==> config.mk <==
export PLATFORM = sky130hd
export DESIGN_NAME = dmem_arbiter_flat
export DESIGN_NICKNAME = d
export VERILOG_FILES = /design/src/rtl/dmem_arbiter_if.sv /design/src/rtl/dmem_arbiter.sv /design/src/flat_wrapper.sv
export SDC_FILE = /design/constraint.sdc
export NUM_CORES = 1
export LEC_CHECK = 0
export ABC_AREA = 1
export ABC_CLOCK_PERIOD_IN_PS = 2500
export CAP_MARGIN = 20
export CORE_AREA = 2 2 118 120
export CTS_BUF_LIST = sky130_fd_sc_hd__clkbuf_4
export DETAILED_ROUTE_END_ITERATION = 6
export DIE_AREA = 0 0 120 122
export GPL_TIMING_DRIVEN = 0
export HOLD_SLACK_MARGIN = 0.06
export SLEW_MARGIN = 20
export SYNTH_ARGS = -nofsm -noshare
export SYNTH_HDL_FRONTEND = slang
export SYNTH_SLANG_ARGS = --single-unit
==> constraint.sdc <==
create_clock -name clk -period 2.5 [get_ports clk]
set_input_delay 0.75 -clock clk [delete_from_list [all_inputs] [get_ports clk]]
set_output_delay 0.75 -clock clk [all_outputs]
set_load 0.02 [all_outputs]
==> src/rtl/dmem_arbiter_if.sv <==
// Bundle of core port (c_*), external loader port (x_*) and memory port (m_*) signals.
// The slave modport is the arbiter's view; master is the view of everything around it.
interface dmem_arbiter_if #(
  parameter int AW = 32,
  parameter int DW = 32
);
  logic          c_req;
  logic          c_we;
  logic [AW-1:0] c_addr;
  logic [DW-1:0] c_wdata;
  logic          c_stall;
  logic [DW-1:0] c_rdata;
  logic          c_rvalid;

  logic          x_req;
  logic          x_we;
  logic [AW-1:0] x_addr;
  logic [DW-1:0] x_wdata;
  logic          x_gnt;
  logic [DW-1:0] x_rdata;
  logic          x_rvalid;

  logic          m_en;
  logic          m_we;
  logic [AW-1:0] m_addr;
  logic [DW-1:0] m_wdata;
  logic [DW-1:0] m_rdata;

  modport slave (
    input  c_req, c_we, c_addr, c_wdata,
    output c_stall, c_rdata, c_rvalid,
    input  x_req, x_we, x_addr, x_wdata,
    output x_gnt, x_rdata, x_rvalid,
    output m_en, m_we, m_addr, m_wdata,
    input  m_rdata
  );

  modport master (
    output c_req, c_we, c_addr, c_wdata,
    input  c_stall, c_rdata, c_rvalid,
    output x_req, x_we, x_addr, x_wdata,
    input  x_gnt, x_rdata, x_rvalid,
    input  m_en, m_we, m_addr, m_wdata,
    output m_rdata
  );
endinterface

==> src/rtl/dmem_arbiter.sv <==
// Core-priority arbiter for a single-port data memory with a starvation slot for port X.
// Optional DMEM_ARB_PERF_EN adds perf_stall_cyc / perf_x_grants counters.
module dmem_arbiter #(
  parameter int AW         = 32,
  parameter int DW         = 32,
  parameter int STARVE_MAX = 4
) (
  input  logic              clk,
  input  logic              reset,
  dmem_arbiter_if.slave     bus
`ifdef DMEM_ARB_PERF_EN
  ,
  output logic [31:0]       perf_stall_cyc,
  output logic [31:0]       perf_x_grants
`endif
);

  typedef enum logic [1:0] {OWN_NONE, OWN_C, OWN_X} owner_t;

  localparam logic [3:0] STARVE_LIM = 4'(STARVE_MAX);

  logic [3:0] cnt_reg, cnt_next;
  owner_t     rd_owner_reg, rd_owner_next;
  logic       gnt_c, gnt_x;
  logic       c_stall;

  logic          m_en, m_we;
  logic [AW-1:0] m_addr;
  logic [DW-1:0] m_wdata;

  always_ff @(posedge clk) begin
    if (reset) begin
      cnt_reg      <= 4'd0;
      rd_owner_reg <= OWN_NONE;
    end else begin
      cnt_reg      <= cnt_next;
      rd_owner_reg <= rd_owner_next;
    end
  end

  // No grants while reset is high, so a read in that window never gets an owner.
  always_comb begin
    gnt_c         = 1'b0;
    gnt_x         = 1'b0;
    cnt_next      = cnt_reg;
    rd_owner_next = OWN_NONE;
    if (!reset) begin
      if (bus.c_req && (!bus.x_req || (cnt_reg < STARVE_LIM)))
        gnt_c = 1'b1;
      else if (bus.x_req)
        gnt_x = 1'b1;
    end
    if (gnt_c) begin
      cnt_next = bus.x_req ? (cnt_reg + 4'd1) : 4'd0;
      if (!bus.c_we)
        rd_owner_next = OWN_C;
    end else if (gnt_x) begin
      cnt_next = 4'd0;
      if (!bus.x_we)
        rd_owner_next = OWN_X;
    end
  end

  always_comb begin
    m_en         = 1'b0;
    m_we         = 1'b0;
    m_addr       = '0;
    m_wdata      = '0;
    bus.c_rvalid = 1'b0;
    bus.c_rdata  = '0;
    bus.x_rvalid = 1'b0;
    bus.x_rdata  = '0;
    if (gnt_c) begin
      m_en    = 1'b1;
      m_we    = bus.c_we;
      m_addr  = bus.c_addr;
      m_wdata = bus.c_wdata;
    end else if (gnt_x) begin
      m_en    = 1'b1;
      m_we    = bus.x_we;
      m_addr  = bus.x_addr;
      m_wdata = bus.x_wdata;
    end
    c_stall = bus.c_req && !gnt_c && !reset;
    if (!reset && rd_owner_reg == OWN_C) begin
      bus.c_rvalid = 1'b1;
      bus.c_rdata  = bus.m_rdata;
    end
    if (!reset && rd_owner_reg == OWN_X) begin
      bus.x_rvalid = 1'b1;
      bus.x_rdata  = bus.m_rdata;
    end
  end

  assign bus.m_en    = m_en;
  assign bus.m_we    = m_we;
  assign bus.m_addr  = m_addr;
  assign bus.m_wdata = m_wdata;
  assign bus.c_stall = c_stall;
  assign bus.x_gnt   = gnt_x;

`ifdef DMEM_ARB_PERF_EN
  always_ff @(posedge clk) begin
    if (reset) begin
      perf_stall_cyc <= 32'd0;
      perf_x_grants  <= 32'd0;
    end else begin
      perf_stall_cyc <= perf_stall_cyc + {31'd0, c_stall};
      perf_x_grants  <= perf_x_grants + {31'd0, gnt_x};
    end
  end
`endif

endmodule
==> src/flat_wrapper.sv <==
// flat-port wrapper written by rule: the top's interface ports become plain ports
module dmem_arbiter_flat 
#(
  parameter int AW         = 32,
  parameter int DW         = 32,
  parameter int STARVE_MAX = 4
)
  (clk, reset, bus_c_req, bus_c_we, bus_c_addr, bus_c_wdata, bus_c_stall, bus_c_rdata, bus_c_rvalid, bus_x_req, bus_x_we, bus_x_addr, bus_x_wdata, bus_x_gnt, bus_x_rdata, bus_x_rvalid, bus_m_en, bus_m_we, bus_m_addr, bus_m_wdata, bus_m_rdata);
  dmem_arbiter_if #(.AW(AW), .DW(DW)) bus_i ();
  input  logic clk;
  input  logic reset;
  input wire logic [$bits(bus_i.c_req)-1:0] bus_c_req;
  input wire logic [$bits(bus_i.c_we)-1:0] bus_c_we;
  input wire logic [$bits(bus_i.c_addr)-1:0] bus_c_addr;
  input wire logic [$bits(bus_i.c_wdata)-1:0] bus_c_wdata;
  output wire logic [$bits(bus_i.c_stall)-1:0] bus_c_stall;
  output wire logic [$bits(bus_i.c_rdata)-1:0] bus_c_rdata;
  output wire logic [$bits(bus_i.c_rvalid)-1:0] bus_c_rvalid;
  input wire logic [$bits(bus_i.x_req)-1:0] bus_x_req;
  input wire logic [$bits(bus_i.x_we)-1:0] bus_x_we;
  input wire logic [$bits(bus_i.x_addr)-1:0] bus_x_addr;
  input wire logic [$bits(bus_i.x_wdata)-1:0] bus_x_wdata;
  output wire logic [$bits(bus_i.x_gnt)-1:0] bus_x_gnt;
  output wire logic [$bits(bus_i.x_rdata)-1:0] bus_x_rdata;
  output wire logic [$bits(bus_i.x_rvalid)-1:0] bus_x_rvalid;
  output wire logic [$bits(bus_i.m_en)-1:0] bus_m_en;
  output wire logic [$bits(bus_i.m_we)-1:0] bus_m_we;
  output wire logic [$bits(bus_i.m_addr)-1:0] bus_m_addr;
  output wire logic [$bits(bus_i.m_wdata)-1:0] bus_m_wdata;
  input wire logic [$bits(bus_i.m_rdata)-1:0] bus_m_rdata;
  assign bus_i.c_req = bus_c_req;
  assign bus_i.c_we = bus_c_we;
  assign bus_i.c_addr = bus_c_addr;
  assign bus_i.c_wdata = bus_c_wdata;
  assign bus_c_stall = bus_i.c_stall;
  assign bus_c_rdata = bus_i.c_rdata;
  assign bus_c_rvalid = bus_i.c_rvalid;
  assign bus_i.x_req = bus_x_req;
  assign bus_i.x_we = bus_x_we;
  assign bus_i.x_addr = bus_x_addr;
  assign bus_i.x_wdata = bus_x_wdata;
  assign bus_x_gnt = bus_i.x_gnt;
  assign bus_x_rdata = bus_i.x_rdata;
  assign bus_x_rvalid = bus_i.x_rvalid;
  assign bus_m_en = bus_i.m_en;
  assign bus_m_we = bus_i.m_we;
  assign bus_m_addr = bus_i.m_addr;
  assign bus_m_wdata = bus_i.m_wdata;
  assign bus_i.m_rdata = bus_m_rdata;
  dmem_arbiter #(.AW(AW), .DW(DW), .STARVE_MAX(STARVE_MAX)) u_core (.clk(clk), .reset(reset), .bus(bus_i));
endmodule
==> key figures <==
Synthesis
  • Syn nets: roughly 530
  • Post-synthesis mux area share: 0%
  • Post-Synth Simple-Gate Area: just over 70%
  • Yosys warnings: 0
  • Synthesized-area fraction occupied by ao, oa, aoi and oai cells: under 10%
  • Synth Area per Inst: approximately 4.5 sq um
  • Yosys reg bits: 6
  • Number of distinct library cells after synthesis: 16
  • Post-synthesis async set-or-reset flop share: 0%
  • Largest family of logic cells by synthesized area: simple AND/OR/NAND/NOR gates
  • Synth Cell Area: approximately 1600 sq um
  • Post-synth EDFFs: 0
  • Synth Flop Type: dfxtp_1
  • Post-Synth XOR/XNOR Area: 0.545%
  • Cells after synthesis: 361
  • Post-synthesis sequential area ratio: approximately 7.5%
  • Adder-Cell Fraction of Synth Area: less than 1%

Setup path
  • Most used cell, CP: clkbuf_16
  • Cells on worst reg2reg path: 5
  • Reg-to-reg slack, setup: 1.23 ns
  • CP top delay family: buffers and inverters
  • Worst-path cell chain: buf_8, clkinv_8, buf_12, nand3_4, inv_6, clkbuf_16, clkbuf_16, nand2_4, nand2_2, buf_6
  • Buf/Inv on CP: 7
  • CP endpoint: bus_m_wdata[6]
  • CP max stage delay: approximately 0.17 ns
  • Nature of the critical path endpoint: primary output
  • R2r startpoint: u_core.cnt_reg[2]
  • Req. time, crit path: 1.75 ns
  • Crit path launch: reset
  • WP data arrival: roughly 1.8 ns
  • Peak fanout along the critical path: 5
  • Crit-path slowest cell: clkbuf_16
  • Worst Setup Start Kind: primary input
  • Crit Path Class: primary input to primary output
  • CP Depth: 10
  • R2r endpoint: u_core.cnt_reg[1]

Floorplanning
  • Die Wd: roughly 120 microns
  • Starting density of the core: between 10% and 20%
  • FP Rows: 43
  • Die Ht: 122 microns
  • IO Pins: 300
  • Die Area: approximately 15,000 sq um
  • Core footprint: ~14,000 sq um

Place
  • Gpl congestion: a little over 0.7
  • IO Port Bufs: about 300
  • DP Area: a little under 5000 sq um
  • Hpwl dp: 8.65 mm

Global route
  • First-pass GRT wire length: 16.4 mm
  • Largest net degree at the start of global routing: 11
  • Number of global-route vias before repair: 3,201
  • Antenna violations before repair: 0
  • Met3 usage in global routing: 3.56%
  • GRT Util Overall: roughly 14%
  • GRT overflow: 0
  • GR peak layer: met2
  • Met1 Use GR: 15.5%
  • GRT met2 Usage: 26.9%

Final layout
  • Final core occ: between 40% and 50%
  • Share of layout cells above drive strength 1: between 40% and 50%
  • Max reg flops: 4
  • Area of the multi-input gates: 1550 sq um
  • Register area: about 120 sq um
  • N_diodes: 0
  • Area growth syn-to-layout: 253%
  • FILL cells: between 1k and 1.5k
  • Post-layout instance area: 5670 sq um
  • Final net count: ~860

Power and ir drop
  • Power Dens Cells: roughly 180 nW/um^2
  • LEAKAGE: 2.88 nW
  • VDD IR max: 0.0657 mV
  • Sw frac: a little under two fifths
  • Psw: 0.374 mW
  • Reg power frac: 10.0%
  • Combinational power share: 80.4%
  • Internal power: 0.619 mW
  • Power share of the clock group: a little under a tenth

Clocking
  • Clock tree buffer depth: 2
  • Reg clk slew, reported paths: approximately 0.05 ns
  • CTS Buf Count: 3
  • CTS Root Cell: clkbuf_4
  • CTS tree: built
  • Clock Sinks: 6
  • Clock Latency Late Sink: ~0.25 ns
  • Max H-tree Level: 1

Job
  • Max-cap violations: 0

Timing
  • RSZ-0062 raised after global routing: true
  • Clock Skew: about 0.00086 ns
  • Crit path time final: between 2 and 3 ns
  • # setup viols final: 2
  • F_max: approximately 0.4 GHz
  • Final worst setup slack: -0.00264 ns
  • Final Max Slew Viols: 0
  • Worst-margin pin slew: ~0.30 ns
  • Final worst path period share: 100%
  • Rel. slew slack: 80.1%
  • Final hold violations: 0

Drt
  • Vias per cell: between 3 and 4
  • First-pass detailed-route iteration total: 4
  • Post-route ant nets: 0
  • Initial drt markers: 75
  • Mean routed wirelength per cell: ~13 microns
  • Total vias in the final route: ~3.4k
  • WL final: approximately 12 mm
  • DRC viols: 0

Run status
  • Violated checks: setup timing
  • Status: finished, violations left

Hold path
  • Worst Hold Class: flip-flop to flip-flop
==> kinds of logic after synthesis <==
family                   Yosys count
AO/OA/AOI/OAI                      3
XOR/XNOR                           1
adder cells (fa/ha/maj)            1
buffers and inverters             67
flip-flops                         6
AND/OR/NAND/NOR                  283
==> stage by stage <==
| step | worst slack [ns] | setup TNS (ns) | hold WS [ns] | instances | total power [mW] |
|---|---|---|---|---|---|
| floorplan | 0.172 | 0 | 0.461 | 361 | 0.328 |
| global placement | -1.22 | -127.28 | 0.484 | 840 | 0.773 |
| detailed placement | -1.23 | -126.28 | 0.484 | 840 | 0.773 |
| CTS | -0.0583 | -0.639 | 0.485 | 868 | 0.926 |
| global route | -0.0493 | -1.06 | 0.530 | 869 | 1.05 |
| finish | -0.00264 | -0.00389 | 0.508 | 869 | 0.993 |
==> cell type report <==
| cell class | count | share of cell area, % |
|---|---|---|
| repair buffers | 326 | 57.7 |
| multi-input cells | 288 | 27.3 |
| plain buffers | 26 | 5.36 |
| well taps | 180 | 3.97 |
| inverters | 40 | 3.09 |
| flip-flops and latches | 6 | 2.12 |
| clock buffers | 3 | 0.397 |
==> cell usage in the layout (no fill, tap or decap), drive strengths merged, types with 5 or more instances in the layout <==
master | netlist | routed
nand3 | 69 | 69
dlygate4sd2 | 0 | 5
clkdlybuf4s50 | 0 | 162
clkdlybuf4s15 | 0 | 34
nand2 | 141 | 141
buf | 15 | 121
dfxtp | 6 | 6
nor2 | 72 | 72
inv | 40 | 39
clkbuf | 12 | 33
==> routing by layer <==
metal  wire [microns]  vias to the layer above
met5                0                        -
met1             4380                     1499
li1                 -                     1750
met2             6190                      180
met4              121                        0
met3              993                       11
==> tightest hold or removal path: stages (launching register included) <==
cell	delay (ns)
dfxtp_1	0.31
nand3_1	0.09
a21oi_1	0.07
==> synth_stat cells (3+ instances only) <==
cell,count,area [sq um]
nand2_1,141,529
nor2_1,72,270
nand3_1,69,345
inv_1,37,139
clkbuf_1,12,45.0
buf_4,8,60.1
buf_2,6,30.0
dfxtp_1,6,120
inv_2,3,11.3
==> what timing repair did <==
item | CTS | global route
pin swaps | 6 | 18
endpoints found under the setup margin | 134 | 123
buffers inserted | 18 | 5
hold buffers | 0 | 0
gates cloned | 7 | 3
gates resized for setup | 600 | 187
==> power by group through the flow <==
stage	clock (mW)	sequential (mW)	combinational (mW)
after floorplan	0	0.101	0.228
after CTS	0.0917	0.0993	0.735
after global placement	0	0.101	0.672
after detailed placement	0	0.101	0.673
after global routing	0.103	0.0992	0.851
final	0.0952	0.0992	0.799
==> worst min path at each step <==
stage          cells past startpoint  slack [ns]               from           endpoint
3_5_place_dp                       2        0.48  u_core.cnt_reg[1]  u_core.cnt_reg[1]
2_1_floorplan                      2        0.46  u_core.cnt_reg[1]  u_core.cnt_reg[1]
4_1_cts                            2        0.48  u_core.cnt_reg[1]  u_core.cnt_reg[1]
3_3_place_gp                       2        0.48  u_core.cnt_reg[1]  u_core.cnt_reg[1]
6_report                           2        0.51  u_core.cnt_reg[1]  u_core.cnt_reg[1]
5_1_grt                            2        0.53  u_core.cnt_reg[1]  u_core.cnt_reg[1]
(Power assumes the default switching activity.)
